$ cat config.mk
export PLATFORM = sky130hd
export DESIGN_NAME = aftab_seq_shift_register
export DESIGN_NICKNAME = d
export VERILOG_FILES = /design/src/rtl/aftab_shift_pkg.sv /design/src/rtl/aftab_down_counter.sv /design/src/rtl/aftab_seq_shift_register.sv
export SDC_FILE = /design/constraint.sdc
export NUM_CORES = 1
export LEC_CHECK = 0
export ABC_AREA = 1
export CAP_MARGIN = 10
export CORE_MARGIN = 5
export CORE_UTILIZATION = 43
export CTS_CLUSTER_DIAMETER = 200
export CTS_CLUSTER_SIZE = 30
export DETAILED_ROUTE_END_ITERATION = 6
export HOLD_SLACK_MARGIN = 0.02
export MAX_ROUTING_LAYER = met4
export PLACE_DENSITY = 0.77
export SLEW_MARGIN = 20
export SYNTH_ARGS = -nofsm -noshare
export SYNTH_HDL_FRONTEND = slang
export SYNTH_HIERARCHICAL = 1
export SYNTH_SLANG_ARGS = --single-unit
$ cat constraint.sdc
create_clock -name clk -period 1.58 [get_ports clk]
set_clock_uncertainty 0.15 [all_clocks]
set_input_delay 0.474 -clock clk [delete_from_list [all_inputs] [get_ports clk]]
set_output_delay 0.474 -clock clk [all_outputs]
set_load 0.02 [all_outputs]
$ cat src/rtl/aftab_shift_pkg.sv
// ============================================================================
// Module      : aftab_shift_pkg
// Description : Shift mode and sequencer state encodings shared by the
//               sequential shifter and the multiplier/divider control.
// Revision    : 1.0 - initial release
// ============================================================================
`default_nettype none

package aftab_shift_pkg;

  typedef enum logic [1:0] {
    MODE_SLL = 2'b00,
    MODE_SRL = 2'b01,
    MODE_SRA = 2'b10,
    MODE_ROR = 2'b11
  } shift_mode_e;

  typedef enum logic [1:0] {
    ST_IDLE  = 2'b00,
    ST_SHIFT = 2'b01,
    ST_DONE  = 2'b10
  } shift_state_e;

endpackage

`default_nettype wire

$ cat src/rtl/aftab_down_counter.sv
// ============================================================================
// Module      : aftab_down_counter
// Description : Loadable down counter holding the remaining shift steps,
//               with a flag marking the last step (count == 1).
// Revision    : 1.0 - initial release
// ============================================================================
`default_nettype none

module aftab_down_counter #(
  parameter int AMT_W = 5
) (
  input  logic             clk,
  input  logic             rst,
  input  logic             init_i,
  input  logic             load_i,
  input  logic             dec_i,
  input  logic [AMT_W-1:0] load_val_i,
  output logic             tc_one_o
);

  logic [AMT_W-1:0] cnt_q;
  logic [AMT_W-1:0] cnt_d;

  // Next count: clear wins over load, load wins over decrement.
  always_comb begin
    cnt_d = cnt_q;
    if (init_i) begin
      cnt_d = '0;
    end else if (load_i) begin
      cnt_d = load_val_i;
    end else if (dec_i) begin
      cnt_d = cnt_q - AMT_W'(1);
    end
  end

  // Count register.
  always_ff @(posedge clk or posedge rst) begin
    if (rst) begin
      cnt_q <= '0;
    end else begin
      cnt_q <= cnt_d;
    end
  end

  assign tc_one_o = (cnt_q == AMT_W'(1));

endmodule

`default_nettype wire

$ cat src/rtl/aftab_seq_shift_register.sv
// ============================================================================
// Module      : aftab_seq_shift_register
// Description : Bit-serial shifter: one bit per clock for SLL/SRL/SRA/ROR,
//               with busy while shifting and a one-cycle done strobe.
// Revision    : 1.0 - initial release
// ============================================================================
`default_nettype none

module aftab_seq_shift_register
  import aftab_shift_pkg::*;
#(
  parameter int size  = 32,
  parameter int AMT_W = $clog2(size)
) (
  input  logic             clk,
  input  logic             rst,
  input  logic             init,
  input  logic             start,
  input  logic [size-1:0]  dataIn,
  input  logic [AMT_W-1:0] shamt,
  input  logic [1:0]       mode,
  output logic [size-1:0]  dataOut,
  output logic             serOut,
  output logic             busy,
  output logic             done
);

  shift_state_e state_q, state_d;
  shift_mode_e  mode_q,  mode_d;
  logic [size-1:0] data_q, data_d;
  logic            ser_q,  ser_d;
  logic            cnt_load;
  logic            cnt_dec;
  logic            cnt_last;

  aftab_down_counter #(
    .AMT_W (AMT_W)
  ) u_cnt (
    .clk        (clk),
    .rst        (rst),
    .init_i     (init),
    .load_i     (cnt_load),
    .dec_i      (cnt_dec),
    .load_val_i (shamt),
    .tc_one_o   (cnt_last)
  );

  // Next-state, datapath and counter control; init overrides everything.
  always_comb begin
    state_d  = state_q;
    mode_d   = mode_q;
    data_d   = data_q;
    ser_d    = ser_q;
    cnt_load = 1'b0;
    cnt_dec  = 1'b0;
    if (init) begin
      state_d = ST_IDLE;
      data_d  = '0;
      ser_d   = 1'b0;
    end else begin
      case (state_q)
        ST_SHIFT: begin
          cnt_dec = 1'b1;
          case (mode_q)
            MODE_SLL: begin
              data_d = {data_q[size-2:0], 1'b0};
              ser_d  = data_q[size-1];
            end
            MODE_SRL: begin
              data_d = {1'b0, data_q[size-1:1]};
              ser_d  = data_q[0];
            end
            MODE_SRA: begin
              data_d = {data_q[size-1], data_q[size-1:1]};
              ser_d  = data_q[0];
            end
            default: begin
              data_d = {data_q[0], data_q[size-1:1]};
              ser_d  = data_q[0];
            end
          endcase
          if (cnt_last) begin
            state_d = ST_DONE;
          end
        end
        default: begin
          // IDLE and DONE both accept a new request, so DONE can chain
          // straight into the next operation without an idle bubble.
          if (start) begin
            data_d   = dataIn;
            ser_d    = 1'b0;
            mode_d   = shift_mode_e'(mode);
            cnt_load = 1'b1;
            state_d  = (shamt != '0) ? ST_SHIFT : ST_DONE;
          end else begin
            state_d = ST_IDLE;
          end
        end
      endcase
    end
  end

  // State, latched mode and datapath registers.
  always_ff @(posedge clk or posedge rst) begin
    if (rst) begin
      state_q <= ST_IDLE;
      mode_q  <= MODE_SLL;
      data_q  <= '0;
      ser_q   <= 1'b0;
    end else begin
      state_q <= state_d;
      mode_q  <= mode_d;
      data_q  <= data_d;
      ser_q   <= ser_d;
    end
  end

  // Status decoded purely from registered state.
  assign busy    = (state_q == ST_SHIFT);
  assign done    = (state_q == ST_DONE);
  assign dataOut = data_q;
  assign serOut  = ser_q;

endmodule

`default_nettype wire
---- Word-level counts from Yosys, hierarchy flattened ----
Index checks and enable logic that the tools add are counted.
storage, ports and cells
  register bits after elaboration ......... 42
  input bits .............................. 43
  output and inout port bits .............. 35
  word-level logic and storage cells ...... 43
cells by class
  add/sub/neg operators ................... 1
  equality and inequality tests ........... 7
  multiplexer cells ....................... 21
  bitwise gates (word level) .............. 2
  reduce and logical (&&, ||, !) cells .... 6
operators with widths
  operator                                           count
  2-to-1 mux 32 bit                                  3
  case mux 32 bit (3 select lines)                   1
  2-to-1 mux 5 bit                                   3
  2-to-1 mux 2 bit                                   5
  2-to-1 mux 1 bit                                   9
  nonzero test 3 bit                                 2
  == test 5 x 1 -> 1 bit (second input constant)     1
  nonzero test 5 bit                                 1
  subtractor 5 x 1 -> 5 bit (second input constant)  1
  == test 2 x 1 -> 1 bit (second input constant)     2
  == test 2 bit (second input constant)              2
  != test 3 x 2 -> 1 bit (second input constant)     1
  != test 3 bit (second input constant)              1
  AND reduction 3 bit                                1
  zero test 2 bit                                    1
  NOT 1 bit                                          2
  AND reduction 2 bit                                1

---- Depth between registers and ports, before layout ----
Gate-level depths: netlist of run 1.
  depth in word-level cells ............... 6
  gate-level depth with buffers ........... 9
  depth with buffers taken out ............ 9

---- Hierarchy ----
The synthesis of run 1 kept the hierarchy.
modules (own cells, without submodules)
  module                    times used  cells an instance  area an instance (sq um)
  aftab_seq_shift_register  1           322                2329.7
  aftab_down_counter        1           52                 345.3

---- Worst setup path before layout of run 1 ----
No wires, ideal clock.
  kind .................................... input-to-reg
  start ................................... input init
  end ..................................... register u_cnt.cnt_q[2]
  setup time .............................. 0.123 ns
  arrival ................................. 1.294 ns
  required time ........................... 1.307 ns
  setup slack ............................. 0.013 ns
  stages .................................. 8
  buffers on the path ..................... 0
  cell sequence ........................... inv_2 > nand2_1 > nor2_2 > inv_2 > nor2_2 > nor2_1 > o21ai_0 > nand2_1
between the ends
  longest elaborated chain between the ends .. 3
ends and longest elaborated chain
  what                    RTL line                        text
  start: declaration      aftab_seq_shift_register.sv:17  input logic init,
  2-to-1 mux 1 bit *      aftab_seq_shift_register.sv:56  if (init) begin
  named net cnt_load      aftab_seq_shift_register.sv:32  logic cnt_load;
  2-to-1 mux 5 bit        aftab_down_counter.sv:29        end else if (load_i) begin
  2-to-1 mux 5 bit        aftab_down_counter.sv:27        if (init_i) begin
  end signal: assignment  aftab_down_counter.sv:41        cnt_q <= cnt_d;
  end: declaration        aftab_down_counter.sv:21        logic [AMT_W-1:0] cnt_q;
The timed path passes the listed nets; every way through them passes the cells marked *.
A chain may end at the register's enable or synchronous reset.

---- Worst setup path in the final report of run 1 ----
  start ................................... register state_q[0]
  end ..................................... output busy
between the ends
  longest elaborated chain between the ends .. 1
ends and longest elaborated chain
  what                      RTL line                         text
  start: declaration        aftab_seq_shift_register.sv:28   shift_state_e state_q, state_d;
  start signal: assignment  aftab_seq_shift_register.sv:111  state_q <= state_d;
  == test 2 x 1 -> 1 bit    aftab_seq_shift_register.sv:119  assign busy = (state_q == ST_SHIFT);
  end: declaration          aftab_seq_shift_register.sv:24   output logic busy,
Every way passes these cells.

==> results of run 1 <==
-- worst max-delay path: stages (launching register included) --
cell     delay, ns
dfrtp_1       0.41
inv_2         0.07
nor2_4        0.13
buf_6         0.13
-- timing repair --
item,in CTS,in global routing
gates cloned,2,1
buffers inserted,5,2
resized for setup,140,82
setup endpoints to repair,71,62
pin swaps,5,23
hold endpoints to repair,0,0
-- flip-flops by register name (all words and copies together) (netlist names) --
name	flops
dataOut	32
mode_q	2
serOut	1
state_q	2
u_cnt/cnt_q	5
-- path summary, 6_finish.rpt --
kind | endpoint | slack, ns | startpoint
worst max register to register | dataOut[23]$_DFFE_PP0P_ | -0.07 | state_q[1]$_DFFE_PP0P_
worst min register to register | serOut$_DFFE_PP0P_ | 0.35 | serOut$_DFFE_PP0P_
max in group asynchronous | dataOut[24]$_DFFE_PP0P_ | 0.68 | rst
min in group clk | serOut$_DFFE_PP0P_ | 0.35 | serOut$_DFFE_PP0P_
worst max-delay path | busy | -0.08 | state_q[0]$_DFFE_PP0P_
worst min-delay path | u_cnt/cnt_q[3]$_DFFE_PP0P_ | 0.24 | rst
-- power by group --
part	total, W	internal (W)	switching, W	leakage [nW]
clock network	0.000823	0.000442	0.000381	0.0575
logic	0.00223	0.000902	0.00133	1.48
registers	0.00137	0.00125	0.000121	0.542
total	0.00443	0.00259	0.00183	2.08
-- final cells by class --
type                            instances  area share [%]
Clock buffer                            8            2.54
Tap cell                               75            2.17
Timing Repair Buffer                  142            28.9
Sequential cell                        42            24.3
Inverter                               49            4.30
Multi-Input combinational cell        262            37.8
-- layer usage --
metal / GRT usage, % / share of wire [%]
met3: 3.54 / 6.3
met5: - / 0
met1: 27.3 / 42
met2: 39.5 / 50
met4: 5.91 / 1.6
-- logic make-up (layout without fill, tap and decap cells) --
kind of cell / count (synthesis) / after routing / share of synthesized area (%)
AND/OR/NAND/NOR: 187 / 187 / 29.7
AO/OA/AOI/OAI: 72 / 72 / 18.2
buffers and inverters: 70 / 199 / 11.6
flip-flops: 42 / 42 / 39.3
adder cells (fa/ha/maj): 2 / 2 / 0.935
XOR/XNOR: 1 / 1 / 0.327
-- cell usage in the layout, fill, tap and decap left out, types with 2 or more instances in the layout --
cell / n
a21oi_1: 4
a21oi_2: 27
buf_12: 8
buf_2: 31
buf_4: 53
buf_6: 4
clkbuf_8: 8
clkdlybuf4s15_2: 2
clkdlybuf4s50_1: 40
dfrtp_1: 42
dlygate4sd2_1: 2
ha_1: 2
inv_1: 43
inv_2: 5
nand2_1: 93
nand2_2: 3
nand3_1: 11
nand3_2: 16
nand3_4: 12
nor2_1: 42
nor2_2: 6
o211ai_1: 31
o21ai_0: 2
o21ai_1: 2
o21ai_2: 2
-- through the flow --
stage / TNS, ns / hold WS (ns) / util (%)
finish: -1.67 / 0.243 / 72.3
global route: -4.15 / 0.273 / 72.3
floorplan: 0 / 0.103 / -
detailed placement: -14.82 / 0.333 / 65.3
global placement: -13.94 / 0.337 / 65.3
CTS: -0.448 / 0.242 / 69.7
==> results.toml, run 1 <==
[floorplan]
core_area_sq_um = 5990
die_x_microns = 88.9
ios = 78
die_h_microns = 88.9
start_util_pct = 44.7
rows = 28
die_area_sq_um = 7900

[layout]
num-nets-final = 547
fin_area_sq_um = 4330
area_growth_pct = 61.9
diodes = 0
multi_input_area_sq_um = 1640
fill_cells = 436
drive_above_1_share_pct = 36.8
layout.cells.non_filler = 578
ff_latch_area_sq_um = 1050

[global_routing]
grt_antenna_before_repair = 0
grt_pass1_vias = 2963
grt_pass1_wl_mm = 13.6
grt_max_degree = 38
gr-total-overflow = 0
grt_usage_pct = 22.7

[timing]
fin_ws_ns = -0.0825
finalCritPeriodShare_pct = 105
worst_pin_slew_ns = 0.334
maxSlewViolCount = 0
period_needed_ns = 1.66
slew_headroom_pct = 77.7
rsz0062_at_grt = "true"
hold_viol = 0
max_freq_mhz = 601
setup_violations = 37

[logic_synthesis]
synthCells = 374
synth.most_common_cell = "nand2_1"
yosys-top-cells-area = "dfrtp_1 39%, nand2_1 13%, o211ai_1 8.7%, nand3_1 7.1%, inv_1 6.6%"
ys_seq_area_share_pct = 39.3
synth_commonest_cells = "96 x nand2_1, 47 x inv_1, 47 x nor2_1"
synth_top_area_share_pct = 39.3
ys_ff_latch = 42
yosysWarningCount = 6
synth_nets = 419
synth_top_area_cell = "dfrtp_1"
synth_cell_types = 25
synth-main-ff-cell = "dfrtp_1"
synth_area_sq_um = 2680
syn_area_per_cell_sq_um = 7.15
async_flop_share_pct = 100
synth-edff-count = 0

[clock_tree]
clk_pin_slew_worst_paths_ns = 0.08
clk_latency_ns = 0.30
cts_sinks = 42
clockBufferDepth = 2
clockRootBuffer = "clkbuf_8"
cts_tree = "built"
cts_hold_buf = 0
htree_levels = 2
numCtsBuffers = 5

[pwr]
leakagePower_nw = 2.08
power.density_nw_per_um2 = 1020
fin_total_pwr_w = 0.00443
irDropWorstVdd_uv = 550

[setup_path]
rr_worst_depth = 9
start_kind = "flop"
cp.required_ns = 0.96
crit_path_end_kind = "output pin"
path_class = "reg -> out"
arrival_ns = 1.04
cp_max_fo = 3

[routing]
drt-total-wl_mm = 9.00
vias = 3082
wire_per_inst_microns = 15.6
dr.first_iter.drc_count = 185
viasPerCell = 5.33
first_pass_iters = 5
drc = 0
drtAntennaViolNets = 0

[outcome]
status = "finished with violations"
failed_checks = "setup timing"

[run]
maxCapViolations = 0

[placement]
place_ws_ns = -0.432
dp_hpwl_mm = 5.83
gp_congestion = 0.871
io_buffers = 77
dp.cells = 561
placed_cell_area_sq_um = 3910

[hold_path]
min_path_type = "in -> async"
Note: power is estimated with default switching activity, not from simulation.
==> run 2, diff against run 1 <==
--- a/config.mk
+++ b/config.mk
@@ -15,6 +15,7 @@
 export HOLD_SLACK_MARGIN = 0.02
 export MAX_ROUTING_LAYER = met4
 export PLACE_DENSITY = 0.77
+export SKIP_LAST_GASP = 1
 export SLEW_MARGIN = 20
 export SYNTH_ARGS = -nofsm -noshare
 export SYNTH_HDL_FRONTEND = slang
==> run 2 against run 1 <==
  * The flow still finishes with violations (setup timing)
  * Largest cell class unchanged
  * Register-to-register slack barely moved
  * Sequential share of layout area grew 0.41 points
  * Via count fell by 1.3%
==> results.toml, run 2 (same netlist as run 1, synthesis figures left out) <==
[outcome]
status = "finished with violations"
failed_checks = "setup timing"

[pwr]
power.density_nw_per_um2 = 1020
leakagePower_nw = 2.08
irDropWorstVdd_uv = 517

[layout]
final_common_cell = "nand2_1"
area_growth_pct = 59.3
drive_above_1_share_pct = 34.8
fin_util_pct = 71.1
fill_cells = 452
largest_register_ffs = 32
num-nets-final = 547
diodes = 0
multi_input_area_sq_um = 1570
fin_area_sq_um = 4260
final_cell_mix = "93 x nand2_1, 53 x buf_4, 43 x inv_1, 42 x nor2_1, 42 x dfrtp_1"
ff_latch_area_sq_um = 1050

[setup_path]
crit_path_end_kind = "flop"
start_kind = "flop"
r2r_start = "state_q[1]$_DFFE_PP0P_"
cp_max_fo = 5
arrival_ns = 1.73
path_class = "reg -> reg"
cp.required_ns = 1.65
crit_start = "state_q[1]$_DFFE_PP0P_"

[routing]
drt-total-wl_mm = 8.80
first_pass_iters = 4
wire_per_inst_microns = 15.2
dr.first_iter.drc_count = 152
drtAntennaViolNets = 0
drc = 0
viasPerCell = 5.26
vias = 3041

[timing]
fin_ws_ns = -0.0839
period_needed_ns = 1.66
finalCritPeriodShare_pct = 105
max_freq_mhz = 601
slew_headroom_pct = 78.6
maxSlewViolCount = 0
worst_pin_slew_ns = 0.321
rsz0062_at_grt = "true"
setup_violations = 38
hold_viol = 0

[placement]
io_buffers = 77
gp_congestion = 0.871
dp_hpwl_mm = 5.83
place_ws_ns = -0.432
placed_cell_area_sq_um = 3910

[clock_tree]
clockBufferDepth = 2
numCtsBuffers = 5
clk_pin_slew_worst_paths_ns = 0.08
clockRootBuffer = "clkbuf_8"
cts_sinks = 42
clk_latency_ns = 0.29
htree_levels = 2
cts_tree = "built"

[run]
maxCapViolations = 0

[global_routing]
grt_antenna_before_repair = 0
gr-total-overflow = 0
grt_max_degree = 38
grt_usage_pct = 22.7
grt_pass1_wl_mm = 13.5
grt_pass1_vias = 2969

[floorplan]
ios = 78
die_area_sq_um = 7900
rows = 28
die_h_microns = 88.9
die_x_microns = 88.9
core_area_sq_um = 5990
start_util_pct = 44.7

[hold_path]
min_path_type = "in -> async"
[run 2: final cells by class]
cell class,instances,share of cell area (%)
multi-input cells,262,36.8
repair buffers,142,29.4
flip-flops and latches,42,24.7
inverters,49,4.38
clock buffers,8,2.58
well taps,75,2.20
[run 2: stage by stage]
stage / power (W) / instances / hold WS, ns / setup TNS, ns
2_1_floorplan: 0.00245 / 374 / 0.103 / 0
3_3_place_gp: 0.00331 / 561 / 0.337 / -13.94
3_5_place_dp: 0.00335 / 561 / 0.333 / -14.82
4_1_cts: 0.00420 / 576 / 0.242 / -0.490
5_1_grt: 0.00461 / 578 / 0.273 / -4.40
6_report: 0.00435 / 578 / 0.241 / -1.77
[run 2: where the power goes]
group          internal (W)  switching [W]  leakage, nW  total [W]
clock network      0.000442       0.000377       0.0575   0.000819
logic              0.000892        0.00127         1.48    0.00216
registers           0.00125       0.000121        0.542    0.00137
[run 2: worst paths after layout]
path | end | slack, ns | depth (start not counted)
max reg2reg | dataOut[9]$_DFFE_PP0P_ | -0.08 | 9
max in group asynchronous | dataOut[24]$_DFFE_PP0P_ | 0.68 | 3
min in group clk | serOut$_DFFE_PP0P_ | 0.36 | 2
max | dataOut[9]$_DFFE_PP0P_ | -0.08 | 9
min | u_cnt/cnt_q[3]$_DFFE_PP0P_ | 0.24 | 2
min reg2reg | serOut$_DFFE_PP0P_ | 0.36 | 2
[run 2: layer usage]
metal / GRT usage [%] / share of wire, %
met3: 3.45 / 6.9
met2: 39.3 / 49
met5: - / 0
met4: 6.18 / 2.3
met1: 27.3 / 41
[run 2: worst max-delay path: stages, from the launching register on]
cell and delay [ns]:
dfrtp_1 0.43, inv_2 0.09, buf_6 0.10, nand2_4 0.06
buf_6 0.13, nor2_8 0.12, buf_12 0.15, buf_12 0.14
nand3_4 0.06, a21oi_2 0.15
[run 2: what timing repair did]
action,CTS,global route
resized for setup,135,74
hold endpoints to repair,0,0
pin swaps,5,20
endpoints found under the setup margin,71,62
cloned,2,1
setup buffers,5,2
hold buffers,0,0
